$ cat src/rtl/usb_rx_state_machine.sv
// rtl/usb_rx_state_machine.sv - USB2 PHY receive FSM: SYNC hunt, LSB-first byte assembly, UTMI RX outputs
// Registered outputs; a single next-state process computes every register update.
module usb_rx_state_machine #(
    parameter int FS_SYNC_ZEROS = 6,
    parameter int HS_SYNC_ZEROS = 12,
    parameter int MAX_BYTES     = 1027
) (
    input  logic       clk,
    input  logic       rst_b,
    input  logic       rx_enable,
    input  logic       fs_mode,
    input  logic       bit_in,
    input  logic       bit_in_valid,
    input  logic       bit_stuff_error,
    input  logic       eop,
    output logic       rx_active,
    output logic       rx_valid,
    output logic [7:0] rx_data,
    output logic       rx_error
);

    localparam int BW = $clog2(MAX_BYTES + 1);
    localparam logic [BW-1:0] MAX_CNT = BW'(MAX_BYTES);
    localparam logic [4:0]    FS_THR  = 5'(FS_SYNC_ZEROS);
    localparam logic [4:0]    HS_THR  = 5'(HS_SYNC_ZEROS);

    typedef enum logic [1:0] {
        ST_HUNT  = 2'd0,
        ST_DATA  = 2'd1,
        ST_ERROR = 2'd2
    } state_t;

    state_t          state_q, state_d;
    logic [4:0]      zero_cnt_q, zero_cnt_d;
    logic [2:0]      bit_cnt_q, bit_cnt_d;
    logic [BW-1:0]   byte_cnt_q, byte_cnt_d;
    logic [7:0]      shreg_q, shreg_d;
    logic [7:0]      rx_data_q, rx_data_d;
    logic            rx_active_q, rx_active_d;
    logic            rx_valid_q, rx_valid_d;
    logic            rx_error_q, rx_error_d;

    logic [4:0]      sync_thr;
    logic [7:0]      shifted;

    assign sync_thr = fs_mode ? FS_THR : HS_THR;
    assign shifted  = {bit_in, shreg_q[7:1]};

    always_ff @(posedge clk or negedge rst_b) begin
        if (!rst_b) begin
            state_q     <= ST_HUNT;
            zero_cnt_q  <= '0;
            bit_cnt_q   <= '0;
            byte_cnt_q  <= '0;
            shreg_q     <= '0;
            rx_data_q   <= '0;
            rx_active_q <= 1'b0;
            rx_valid_q  <= 1'b0;
            rx_error_q  <= 1'b0;
        end else begin
            state_q     <= state_d;
            zero_cnt_q  <= zero_cnt_d;
            bit_cnt_q   <= bit_cnt_d;
            byte_cnt_q  <= byte_cnt_d;
            shreg_q     <= shreg_d;
            rx_data_q   <= rx_data_d;
            rx_active_q <= rx_active_d;
            rx_valid_q  <= rx_valid_d;
            rx_error_q  <= rx_error_d;
        end
    end

    always_comb begin
        state_d     = state_q;
        zero_cnt_d  = zero_cnt_q;
        bit_cnt_d   = bit_cnt_q;
        byte_cnt_d  = byte_cnt_q;
        shreg_d     = shreg_q;
        rx_data_d   = rx_data_q;
        rx_active_d = rx_active_q;
        rx_valid_d  = 1'b0;
        rx_error_d  = 1'b0;

        if (!rx_enable) begin
            // Silent abort: TX turnaround or suspend is not a receive error.
            state_d     = ST_HUNT;
            zero_cnt_d  = '0;
            bit_cnt_d   = '0;
            byte_cnt_d  = '0;
            shreg_d     = '0;
            rx_active_d = 1'b0;
        end else begin
            case (state_q)
                ST_HUNT: begin
                    bit_cnt_d  = '0;
                    byte_cnt_d = '0;
                    if (eop) begin
                        zero_cnt_d = '0;
                    end else if (bit_in_valid) begin
                        if (!bit_in) begin
                            zero_cnt_d = (zero_cnt_q == 5'd31) ? 5'd31 : zero_cnt_q + 5'd1;
                        end else begin
                            zero_cnt_d = '0;
                            if (zero_cnt_q >= sync_thr) begin
                                state_d     = ST_DATA;
                                rx_active_d = 1'b1;
                            end
                        end
                    end
                end
                ST_DATA: begin
                    zero_cnt_d = '0;
                    if (eop) begin
                        state_d     = ST_HUNT;
                        rx_active_d = 1'b0;
                        rx_error_d  = (bit_cnt_q != 3'd0);
                        bit_cnt_d   = '0;
                        byte_cnt_d  = '0;
                    end else if (bit_stuff_error) begin
                        state_d    = ST_ERROR;
                        rx_error_d = 1'b1;
                        bit_cnt_d  = '0;
                    end else if (bit_in_valid) begin
                        shreg_d   = shifted;
                        bit_cnt_d = bit_cnt_q + 3'd1;
                        if (bit_cnt_q == 3'd7) begin
                            if (byte_cnt_q == MAX_CNT) begin
                                state_d    = ST_ERROR;
                                rx_error_d = 1'b1;
                            end else begin
                                rx_data_d  = shifted;
                                rx_valid_d = 1'b1;
                                byte_cnt_d = byte_cnt_q + BW'(1);
                            end
                        end
                    end
                end
                ST_ERROR: begin
                    zero_cnt_d = '0;
                    if (eop) begin
                        state_d     = ST_HUNT;
                        rx_active_d = 1'b0;
                        bit_cnt_d   = '0;
                        byte_cnt_d  = '0;
                    end
                end
                default: begin
                    state_d     = ST_HUNT;
                    rx_active_d = 1'b0;
                end
            endcase
        end
    end

    assign rx_active = rx_active_q;
    assign rx_valid  = rx_valid_q;
    assign rx_data   = rx_data_q;
    assign rx_error  = rx_error_q;

endmodule

$ cat config.mk
export PLATFORM = sky130hd
export DESIGN_NAME = usb_rx_state_machine
export DESIGN_NICKNAME = d
export VERILOG_FILES = /design/src/rtl/usb_rx_state_machine.sv
export SDC_FILE = /design/constraint.sdc
export NUM_CORES = 1
export LEC_CHECK = 0
export CELL_PAD_IN_SITES_DETAIL_PLACEMENT = 0
export CELL_PAD_IN_SITES_GLOBAL_PLACEMENT = 1
export CORE_MARGIN = 2
export CORE_UTILIZATION = 41
export DETAILED_ROUTE_END_ITERATION = 8
export GPL_ROUTABILITY_DRIVEN = 0
export PLACE_DENSITY_LB_ADDON = 0.1
export SYNTH_ARGS = -nofsm -noshare
export SYNTH_HDL_FRONTEND = slang
export SYNTH_SLANG_ARGS = --single-unit
$ cat constraint.sdc
create_clock -name clk -period 1.62 [get_ports clk]
set_input_delay 0.486 -clock clk [delete_from_list [all_inputs] [get_ports clk]]
set_output_delay 0.486 -clock clk [all_outputs]
set_load 0.02 [all_outputs]
After elaboration in Yosys (flattened, before gate mapping)
Index checks and enable logic that the tools add are counted.
- register bits after elaboration: 40
- input port bits: 8
- output and inout bits: 11
- word-level logic and storage cells: 110
- add/subtract/negate cells: 3
- magnitude comparators: 1
- equality and inequality tests: 25
- multiplexer cells: 59
- bitwise gates (word level): 3
- reduce and logical (&&, ||, !) cells: 10
- operators by type and width (kind ; count):
    $mux 11 ; 7
    $mux 8 ; 5
    $pmux 11 s3 ; 1
    $mux 5 ; 5
    $mux 2 ; 11
    $mux 1 ; 20
    $ne 4x4->1 const B ; 5
    $mux 3 ; 5
    $ne 3x3->1 const B ; 5
    $ne 5x5->1 const B ; 3
    $add 11x1->11 const B ; 1
    $eq 11x11->1 const B ; 1
    $pmux 5 s2 ; 1
    $pmux 3 s3 ; 1
    $reduce_and 8->1 ; 1
    $reduce_and 7->1 ; 1
    $ne 3x2->1 const B ; 2
    $pmux 2 s3 ; 1
    $reduce_and 6->1 ; 1
    $add 5x1->5 const B ; 1
    $eq 5x5->1 const B ; 1
    $ge 5x4->1 ; 1
    $reduce_and 5->1 ; 1
    $mux 4 ; 1
    other kinds (15) ; 19

Logic depth before layout (Yosys ltp)
Gate-level depths: netlist of the first run.
- word-level depth: 8
- gate-level depth with buffers: 8
- gate-level depth less buffers: 7

Worst setup path after synthesis of the first run
No wires, ideal clock.
- path kind: flip-flop to flip-flop
- start: reg state_q[0]
- end: reg byte_cnt_q[0]
- arrival time: 1670 ps
- slack: -171 ps
- stages on the path, launching flop included: 8
- buffers on the path: 0
- path through: dfrtp_1 -> inv_1 -> ha_1 -> and3b_1 -> or2_2 -> nor3_1 -> nor2_1 -> a22o_1
- word-level cells in the longest chain between the ends: 3
- elaborated cells on any way between the ends: 12
- those cells by class: eq/ne: 8; mux: 2; reduce/logical: 2
- ends and longest elaborated chain (element ; line ; text):
    start: declaration ; 33 ; state_t state_q, state_d;
    start signal: assignment ; 61 ; state_q <= state_d;
    $eq 2x1->1, or another cell as far along ; 93 ; case (state_q)
    $ne 4x4->1 (no line), or another cell as far along ; -- ;
    $reduce_and 6->1 (no line) or $mux 11 (tied branches) ; -- ;
    end signal: assignment ; 64 ; byte_cnt_q <= byte_cnt_d;
    end: declaration ; 36 ; logic [BW-1:0] byte_cnt_q, byte_cnt_d;
Several ways; a longest one is shown, not always the timed one.
A chain may end at the register's enable or synchronous reset.

Worst setup path after layout of the first run
- start: reg byte_cnt_q[7]
- end: reg state_q[1]
- word-level cells in the longest chain between the ends: 3
- ends and longest elaborated chain (element ; line ; text):
    $eq 11x11->1 ; 127 ; if (byte_cnt_q == MAX_CNT) begin
    $ne 5x5->1 (no line) ; -- ;
    $reduce_and 8->1 (no line) ; -- ;
No other way between the ends.

==> results by group, run 1 <==
Floorplanning
  • CORE AREA: 0.00479 mm²
  • Initial core utilization: 0.432
  • Die H: 75.0 µm
  • Die X-Extent: 75.0 µm
  • Row count: 25
  • IO Pins: 19
  • Die area: 0.00562 mm²

Yosys
  • Avg Cell Area, Syn: 11.2 µm²
  • Post-synthesis sequential area ratio: 0.472
  • Synthesized area: 0.00207 mm²
  • Synth Warn #: 0
  • Count leader, synth: dfrtp_1
  • Commonest cells in the netlist: dfrtp_1, nor2_1, ha_1
  • Most area-hungry cell type in the Yosys netlist: dfrtp_1
  • Netlist cell types: 41
  • Ys flop type: dfrtp_1
  • Yosys reg bits: 39
  • Syn Nets: 203
  • Ys async rst share: 1.00
  • Area share of the largest cell type after synthesis: 0.472
  • Largest cells by area after synthesis: dfrtp_1, ha_1, mux2_2, mux2i_1, xor2_1
  • Post-synth EDFFs: 0
  • Gate Count Post-Synth: 185

GRT
  • GRT Overall Usage: 0.189
  • Number of global-route vias before repair: 1738
  • First-pass GRT wire length: 8010 µm
  • GRT Residual Overflow: 0
  • Largest net degree at the start of global routing: 24
  • Initial antenna violation count: 0

Setup path
  • Top delay family on crit path: simple AND/OR/NAND/NOR gates
  • Crit end category: register
  • Slowest cell on crit path: dfrtp_1
  • Max stage delay on crit path: 400 ps
  • Critical path fanouts, max: 3
  • Critical Path RT: 1840 ps
  • Critical Path Source Type: register
  • Arrival time worst endpoint: 2000 ps
  • Crit path buffers/inverters: 1
  • Worst-path cell chain: nor4_2, buf_4, nand4_1, or2_4, a211oi_4, mux2i_1
  • WS Path Type: register to register

Job
  • MaxCap Viol Count: 0

Drt
  • Routed WL: 4780 µm
  • Via count: 1723
  • DR WL/cell: 14.2 µm
  • ANT nets after route: 0
  • Pre-antenna DRT Iters: 4
  • DR DRC count: 0
  • Initial DRC count: 62
  • Vias per std cell: 5.13

Timing
  • Tmin final: 1790 ps
  • Slew HR: 0.710
  • Fin. Hold Viols: 0
  • Setup-failing EPs final: 24
  • RSZ-0062 raised after global routing: true
  • Least-Margin Pin Slew: 435 ps
  • Fin crit share: 1.10
  • Worst hold slack: 123 ps
  • Pins Over Slew Limit: 0
  • PnR worst setup slack: -168 ps
  • Setup Skew: 4.37 ps
  • Max Fclk: 0.559 GHz

Finish
  • Register area: 977 µm²
  • Share of post-route cells with drive strength above 1: 0.439
  • Multi-input gate area: 0.00124 mm²
  • Final-stage net count: 286
  • Diode count: 0
  • Area Overhead vs Synth: 53.1%
  • Fillers: 361
  • Final instance area: 0.00316 mm²
  • Final Util: 0.661

CTS
  • CTS sink count: 39
  • H-tree levels: 2
  • CTS tree: built
  • Num CTS Buffers: 5
  • Worst-path clk slew: 80 ps
  • Max Buffers Root-to-Sink: 2
  • CTS root buffer: clkbuf_8
  • Clock latency on the worst-skew pair: 290 ps

Pwr
  • Total power: 2.89 mW
  • Pwr/cell area: 913 mW/mm²
  • P_leak: 1.46 nW
  • Maximum vdd drop: 0.684 mV

Min path
  • Min-delay worst type: input pin to async pin

Placement
  • Placed cell area: 0.00280 mm²
  • Pre-CTS setup slack: -581 ps
  • IO Port Bufs: 18
  • DP HPWL: 3470 µm

Outcome
  • Failing checks: setup timing
  • Status: finished with violations
[worst paths after layout]
check | start | to | slack, ps | cells past startpoint
worst min-delay path | rst_b | byte_cnt_q[5]$_DFFE_PN0P_ | 120 | 1
worst min register to register | rx_data[7]$_DFFE_PN0P_ | rx_data[7]$_DFFE_PN0P_ | 510 | 1
max in group asynchronous | rst_b | zero_cnt_q[2]$_DFFE_PN0P_ | 1030 | 2
min in group clk | rx_data[7]$_DFFE_PN0P_ | rx_data[7]$_DFFE_PN0P_ | 510 | 1
worst max register to register | byte_cnt_q[7]$_DFFE_PN0P_ | state_q[1]$_DFFE_PN0P_ | -170 | 6
worst max-delay path | byte_cnt_q[7]$_DFFE_PN0P_ | state_q[1]$_DFFE_PN0P_ | -170 | 6
[repair_timing]
item / in CTS / in global routing
gates resized for setup: 45 / 10
setup endpoints to repair: 49 / 36
hold buffers: 0 / 0
pin swaps: 33 / 9
setup buffers: 5 / 6
[where the power goes]
part | internal, mW | total, mW | switching (mW)
sequential | 1.01 | 1.05 | 0.0423
clock | 0.458 | 0.810 | 0.352
combinational | 0.544 | 1.02 | 0.481
total | 2.01 | 2.89 | 0.875
[placed cells by master, fill, tap and decap left out, drive strengths merged, types with 5 or more instances in the layout]
cell,synthesis,layout
a21oi,6,6
buf,3,63
clkbuf,1,5
dfrtp,39,39
dlygate4sd2,0,15
ha,10,10
inv,9,9
mux2,9,9
mux2i,9,9
nand2,7,7
nand3,8,8
nor2,16,16
nor2b,8,8
nor4,6,6
o21ai,6,6
xor2,7,7
[metrics by stage]
step | TNS (ps) | std cells
3_3_place_gp | -16240 | 319
5_1_grt | -5050 | 336
3_5_place_dp | -17230 | 319
6_report | -2700 | 336
4_1_cts | -3230 | 330
2_1_floorplan | -1250 | 185
[registers in the layout (all words and copies together) (netlist names)]
| name | count |
|---|---|
| state_q | 2 |
| rx_valid | 1 |
| rx_active | 1 |
| bit_cnt_q | 3 |
| byte_cnt_q | 11 |
| rx_data | 8 |
| shreg_q | 7 |
| zero_cnt_q | 5 |
| rx_error | 1 |
[layout make-up]
cell class,instances,area share
timing repair buffer,80,0.226
clock inverter,3,0.0138
multi-input combinational,133,0.392
clock buffer,5,0.0218
inverter,9,0.0115
tap,67,0.0265
sequential,39,0.309
[cells by family (layout without fill, tap and decap cells)]
| logic type | Yosys count | count (layout) | synth area share |
|---|---|---|---|
| AND/OR/NAND/NOR | 67 | 67 | 0.209 |
| flip-flops | 39 | 39 | 0.472 |
| AO/OA/AOI/OAI | 29 | 29 | 0.102 |
| multiplexers | 18 | 18 | 0.0927 |
| buffers and inverters | 13 | 97 | 0.0254 |
| adder cells (fa/ha/maj) | 10 | 10 | 0.0606 |
| XOR/XNOR | 9 | 9 | 0.0382 |
[layer usage]
layer / up-vias / GRT usage / part of all wire
li1: 837 / - / -
met3: 8 / 0.0375 / 0.029
met1: 852 / 0.235 / 0.44
met5: - / 0 / 0
met4: 0 / 0.0675 / 0.016
met2: 26 / 0.327 / 0.51
[worst register-to-register path: cells and delay by family (launching register included)]
family	cells	cell delay [ps]
AOI/OAI and AO/OA	1	290
and+or+nand+nor	3	640
DFF	1	400
muxes	1	210
buffers and inverters	1	170
Power figures use the tool's default switching activity.
==> run 2, diff against run 1 <==
GPL_ROUTABILITY_DRIVEN = not set   (was 0)
GPL_TIMING_DRIVEN = 0   (was not set)
TNS_END_PERCENT = 1   (was not set)
==> results by group, run 2 (synthesized netlist as in run 1, its figures left out) <==
Drt
  • Vias per std cell: 5.33 (+4.0%)
  • Pre-antenna DRT Iters: 4 (unchanged)
  • Via count: 1509 (-12%)
  • ANT nets after route: 0 (unchanged)
  • DR DRC count: 0 (unchanged)
  • Routed WL: 3970 µm (-17%)
  • Initial DRC count: 73 (+18%)
  • DR WL/cell: 14.0 µm (-1.4%)

Timing
  • Max Fclk: 0.545 GHz (-2.5%)
  • Setup-failing EPs final: 23 (-4.2%)
  • Least-Margin Pin Slew: 863 ps (+428 ps)
  • RSZ-0062 raised after global routing: true
  • Pins Over Slew Limit: 0 (unchanged)
  • Worst hold slack: 306 ps (+183 ps)
  • Fin crit share: 1.13 (+0.0278)
  • Setup Skew: 3.85 ps (-0.519 ps)
  • Tmin final: 1830 ps (+45.0 ps)
  • Slew HR: 0.425 (-0.285)
  • Fin. Hold Viols: 0 (unchanged)
  • PnR worst setup slack: -213 ps (-45.0 ps)

CTS
  • CTS tree: built
  • CTS root buffer: clkbuf_8
  • CTS sink count: 39 (unchanged)
  • Max Buffers Root-to-Sink: 2 (unchanged)
  • Num CTS Buffers: 5 (unchanged)
  • Clock latency on the worst-skew pair: 290 ps (about the same)
  • H-tree levels: 2 (unchanged)
  • Worst-path clk slew: 80 ps (about the same)
  • Post-CTS Hold Buffers: 0 (unchanged)

Floorplanning
  • Initial core utilization: 0.432 (unchanged)
  • Die X-Extent: 75.0 µm (unchanged)
  • Row count: 25 (unchanged)
  • Die H: 75.0 µm (unchanged)
  • CORE AREA: 0.00479 mm² (unchanged)
  • IO Pins: 19 (unchanged)
  • Die area: 0.00562 mm² (unchanged)

Pwr
  • Total power: 2.63 mW (-8.8%)
  • Maximum vdd drop: 0.661 mV (-3.4%)
  • P_leak: 1.18 nW (-19%)
  • Pwr/cell area: 995 mW/mm² (+9.1%)

Setup path
  • Cell count of the worst reg-to-reg path: 7 (+1)
  • Critical Path RT: 1800 ps (-40 ps)
  • Critical path fanouts, max: 9 (+6)
  • Flop2flop setup slack: -210 ps (-50 ps)
  • WS Path Type: register to register
  • Max stage delay on crit path: 360 ps (-40 ps)
  • Top delay family on crit path: flip-flops
  • Slowest cell on crit path: dfrtp_1
  • Worst reg2reg path endpoint: rx_data[2]$_DFFE_PN0P_
  • Crit end category: register
  • Arrival time worst endpoint: 2010 ps (about the same)
  • Worst-path cell chain: ha_2, ha_1, nand2_2, a41o_4, nor3_4, buf_12, mux2_2
  • Critical Path Source Type: register
  • Crit path buffers/inverters: 1 (unchanged)
  • RR Startpoint: bit_cnt_q[0]$_DFFE_PN0P_

Job
  • MaxCap Viol Count: 0 (unchanged)

GRT
  • First-pass GRT wire length: 7070 µm (-12%)
  • Most crowded layer after global routing: met2
  • Initial antenna violation count: 0 (unchanged)
  • GRT Residual Overflow: 0 (unchanged)
  • Met1 usage: 0.216 (-0.0190)
  • Number of global-route vias before repair: 1511 (-13%)
  • M2 GR Usage: 0.269 (-0.0575)
  • GR Layer Usage met3: 0.0415 (+0.00402)
  • GRT Overall Usage: 0.165 (-0.0237)
  • Largest net degree at the start of global routing: 40 (+67%)

Finish
  • Area Overhead vs Synth: 28.0%
  • Diode count: 0 (unchanged)
  • Share of post-route cells with drive strength above 1: 0.264 (-0.175)
  • Commonest non-fill, non-tap cells in the layout: dfrtp_1, nor2_1, dlygate4sd2_1, mux2_2, mux2i_1
  • Max reg flops: 11 (unchanged)
  • Final instance area: 0.00264 mm² (-16%)
  • Top reg by flops: byte_cnt_q
  • Most common cell after layout, fill and taps aside: dfrtp_1
  • Final-stage net count: 233 (-19%)

Placement
  • Placer Congestion: 0.814
  • Placed cell area: 0.00232 mm² (-17%)
  • IO Port Bufs: 17 (-1)
  • Pre-CTS setup slack: -897 ps (-316 ps)
  • DP HPWL: 2820 µm (-19%)

Outcome
  • Status: finished with violations
  • Failing checks: setup timing

Min path
  • Min-delay worst type: input pin to async pin
==> run 2: report_power, final <==
group          internal (mW)  switching, mW
Clock                  0.498          0.347
Combinational          0.328          0.407
Sequential              1.01         0.0413
==> run 2: area by class of cell <==
| class | instances | area (µm²) |
|---|---|---|
| tap | 67 | 83.8 |
| multi-input combinational | 133 | 1180 |
| inverter | 9 | 36.3 |
| clock buffer | 6 | 82.6 |
| fill | 432 | 2140 |
| clock inverter | 2 | 35.0 |
| buffer | 4 | 26.3 |
| sequential | 39 | 978 |
| timing repair buffer | 23 | 218 |
==> run 2: worst reg2reg max path, cell delays in order, from the launching register on <==
cell     delay, ps
dfrtp_1        360
ha_2           170
ha_1           150
nand2_2         80
a41o_4         280
nor3_4         200
buf_12         150
mux2_2         330
==> run 2: how the worst max path moves through the flow <==
stage | cells past startpoint | startpoint | to
2_1_floorplan | 6 | bit_cnt_q[0]$_DFFE_PN0P_ | rx_data[7]$_DFFE_PN0P_
5_1_grt | 8 | state_q[1]$_DFFE_PN0P_ | byte_cnt_q[3]$_DFFE_PN0P_
4_1_cts | 7 | bit_cnt_q[0]$_DFFE_PN0P_ | rx_data[0]$_DFFE_PN0P_
3_5_place_dp | 5 | eop | rx_data[2]$_DFFE_PN0P_
3_3_place_gp | 5 | eop | rx_data[6]$_DFFE_PN0P_
6_report | 7 | bit_cnt_q[0]$_DFFE_PN0P_ | rx_data[2]$_DFFE_PN0P_
==> run 2: repair_timing <==
action                     4_1_cts  5_1_grt
buffers inserted                 6        0
resized for setup               33       16
pin swaps                        7        9
setup endpoints to repair       49       35
==> run 2: through the flow <==
step,std cells,util,TNS [ps]
floorplan,185,-,-2290
global placement,269,0.486,-57410
detailed placement,269,0.485,-24760
CTS,283,0.538,-3530
global route,283,0.552,-5670
finish,283,0.552,-3390
==> run 2: routing by layer <==
metal | up-vias | share of wire
li1 | 744 | -
met1 | 742 | 0.47
met2 | 16 | 0.49
met3 | 7 | 0.026
met4 | 0 | 0.015
met5 | - | 0
==> run 3, diff against run 2 <==
PLACE_DENSITY = 0.86   (was not set)
PLACE_DENSITY_LB_ADDON = not set   (was 0.1)
==> results by group, run 3 (synthesized netlist as in run 1, its figures left out) <==
CTS
  • CTS tree: built
  • Num CTS Buffers: 5 (unchanged)
  • CTS root buffer: clkbuf_8
  • Post-CTS Hold Buffers: 0 (unchanged)
  • CTS sink count: 39 (unchanged)
  • Clock latency on the worst-skew pair: 300 ps (about the same)
  • H-tree levels: 2 (unchanged)
  • Worst-path clk slew: 80 ps (about the same)
  • Max Buffers Root-to-Sink: 2 (unchanged)

Finish
  • Commonest non-fill, non-tap cells in the layout: dfrtp_1, nor2_1, dlygate4sd2_1, mux2_2, mux2i_1
  • Non-filler cells, final: 284 (+0.35%)
  • Top reg by flops: byte_cnt_q
  • Max reg flops: 11 (unchanged)
  • Final instance area: 0.00264 mm² (-0.28%)
  • Share of post-route cells with drive strength above 1: 0.272 (+0.00800)
  • Area Overhead vs Synth: 27.6%
  • Final-stage net count: 234 (+0.43%)
  • Diode count: 0 (unchanged)
  • Most common cell after layout, fill and taps aside: dfrtp_1

Floorplanning
  • Die area: 0.00562 mm² (unchanged)
  • Row count: 25 (unchanged)
  • CORE AREA: 0.00479 mm² (unchanged)
  • Die H: 75.0 µm (unchanged)
  • Initial core utilization: 0.432 (unchanged)
  • Die X-Extent: 75.0 µm (unchanged)
  • IO Pins: 19 (unchanged)

Placement
  • IO Port Bufs: 17 (unchanged)
  • Pre-CTS setup slack: -917 ps (-20.1 ps)
  • Placed cell area: 0.00232 mm² (unchanged)
  • Placer Congestion: 0.804 (-1.2%)
  • DP HPWL: 2660 µm (-5.5%)
  • Cell count after placement: 269 (unchanged)

Timing
  • Setup-failing EPs final: 25 (+8.7%)
  • Fin. Hold Viols: 0 (unchanged)
  • Slew HR: 0.429 (+0.00387)
  • Tmin final: 1840 ps (+3.39 ps)
  • Setup Skew: 7.15 ps (+3.31 ps)
  • Pins Over Slew Limit: 0 (unchanged)
  • RSZ-0062 raised after global routing: true
  • Max Fclk: 0.544 GHz (-0.18%)
  • PnR worst setup slack: -217 ps (-3.39 ps)
  • Fin crit share: 1.13 (+0.00209)
  • Least-Margin Pin Slew: 857 ps (-5.81 ps)
  • Setup TNS: -3670 ps (-274 ps)
  • Worst hold slack: 286 ps (-20.2 ps)

Setup path
  • Cell count of the worst reg-to-reg path: 7 (unchanged)
  • Arrival time worst endpoint: 2070 ps (+60 ps)
  • Critical Path Source Type: register
  • RR Startpoint: state_q[0]$_DFFE_PN0P_
  • Critical Path RT: 1850 ps (+50 ps)
  • WS Path Type: register to register
  • Worst reg2reg path endpoint: byte_cnt_q[10]$_DFFE_PN0P_
  • Flop2flop setup slack: -220 ps (about the same)
  • Critical path fanouts, max: 4 (-5)
  • Crit end category: register

Pwr
  • Switching power: 0.832 mW (+4.5%)
  • P_leak: 1.17 nW (-0.19%)
  • Sequential Power Share: 0.395 (-0.004)
  • Clock power frac: 0.316 (-0.005)
  • Maximum vdd drop: 0.409 mV (-38%)
  • Pwr/cell area: 999 mW/mm² (+0.37%)
  • Sw frac: 0.316 (+0.0135)
  • Logic pwr share: 0.289 (+0.009)
  • Pint: 1.80 mW (-1.9%)

Drt
  • DR DRC count: 0 (unchanged)
  • Routed WL: 4220 µm (+6.3%)
  • ANT nets after route: 0 (unchanged)
  • Initial DRC count: 65 (-11%)
  • Vias per std cell: 5.31 (-0.35%)
  • DR WL/cell: 14.9 µm (+5.9%)
  • Pre-antenna DRT Iters: 4 (unchanged)
  • Via count: 1509 (unchanged)

GRT
  • Initial antenna violation count: 0 (unchanged)
  • GRT Overall Usage: 0.169 (+0.00397)
  • First-pass GRT wire length: 7010 µm (-0.78%)
  • Number of global-route vias before repair: 1483 (-1.9%)
  • GRT Residual Overflow: 0 (unchanged)
  • Largest net degree at the start of global routing: 40 (unchanged)

Outcome
  • Failing checks: setup timing
  • Status: finished with violations

Min path
  • Min-delay worst type: input pin to async pin

Job
  • MaxCap Viol Count: 0 (unchanged)
-- run 3: repair_timing --
item / in CTS / in global routing
setup buffers: 6 / 2
pin swaps: 14 / 13
endpoints found under the setup margin: 49 / 33
resized for setup: 36 / 14
endpoints found under the hold margin: 0 / 0
-- run 3: metrics by stage --
stage / total power, mW / utilization
floorplan: 1.46 / -
global placement: 1.61 / 0.486
detailed placement: 1.61 / 0.485
CTS: 2.53 / 0.536
global route: 2.77 / 0.551
finish: 2.63 / 0.551
-- run 3: power groups by stage --
| stage | clock network [mW] | registers [mW] | logic (mW) |
|---|---|---|---|
| 6_report | 0.832 | 1.04 | 0.762 |
| 5_1_grt | 0.890 | 1.05 | 0.835 |
| 4_1_cts | 0.847 | 1.03 | 0.654 |
| 3_5_place_dp | 0 | 1.05 | 0.559 |
| 3_3_place_gp | 0 | 1.05 | 0.557 |
| 2_1_floorplan | 0 | 1.06 | 0.405 |
-- run 3: how the worst max path moves through the flow --
stage	cells after the start	slack, ps	to	from
2_1_floorplan	6	-160	rx_data[7]$_DFFE_PN0P_	bit_cnt_q[0]$_DFFE_PN0P_
3_3_place_gp	5	-910	rx_data[6]$_DFFE_PN0P_	eop
3_5_place_dp	5	-920	rx_data[7]$_DFFE_PN0P_	eop
4_1_cts	7	-170	rx_data[7]$_DFFE_PN0P_	bit_cnt_q[1]$_DFFE_PN0P_
5_1_grt	7	-350	byte_cnt_q[10]$_DFFE_PN0P_	state_q[0]$_DFFE_PN0P_
6_report	7	-220	byte_cnt_q[10]$_DFFE_PN0P_	state_q[0]$_DFFE_PN0P_
-- run 3: worst max-delay path, stage by stage (launching register included) --
cell and delay [ps]:
dfrtp_1 400, inv_2 70, ha_4 170, and3b_2 260, nor4_4 420, nand3_1 150, xor2_1 180, nor2_1 110
-- run 3: area by class of cell --
class	count	area [µm²]
Inverter	9	33.8
Fill cell	415	2150
Timing Repair Buffer	24	213
Clock buffer	5	68.8
Sequential cell	39	978
Clock inverter	3	43.8
Buffer	4	30.0
Multi-Input combinational cell	133	1180
Tap cell	67	83.8
-- run 3: metal layers --
| layer | global-route usage | wire, µm |
|---|---|---|
| met1 | 0.213 | 1950 |
| met2 | 0.266 | 2050 |
| met3 | 0.0469 | 124 |
| met4 | 0.0893 | 97 |
| met5 | 0 | 0 |
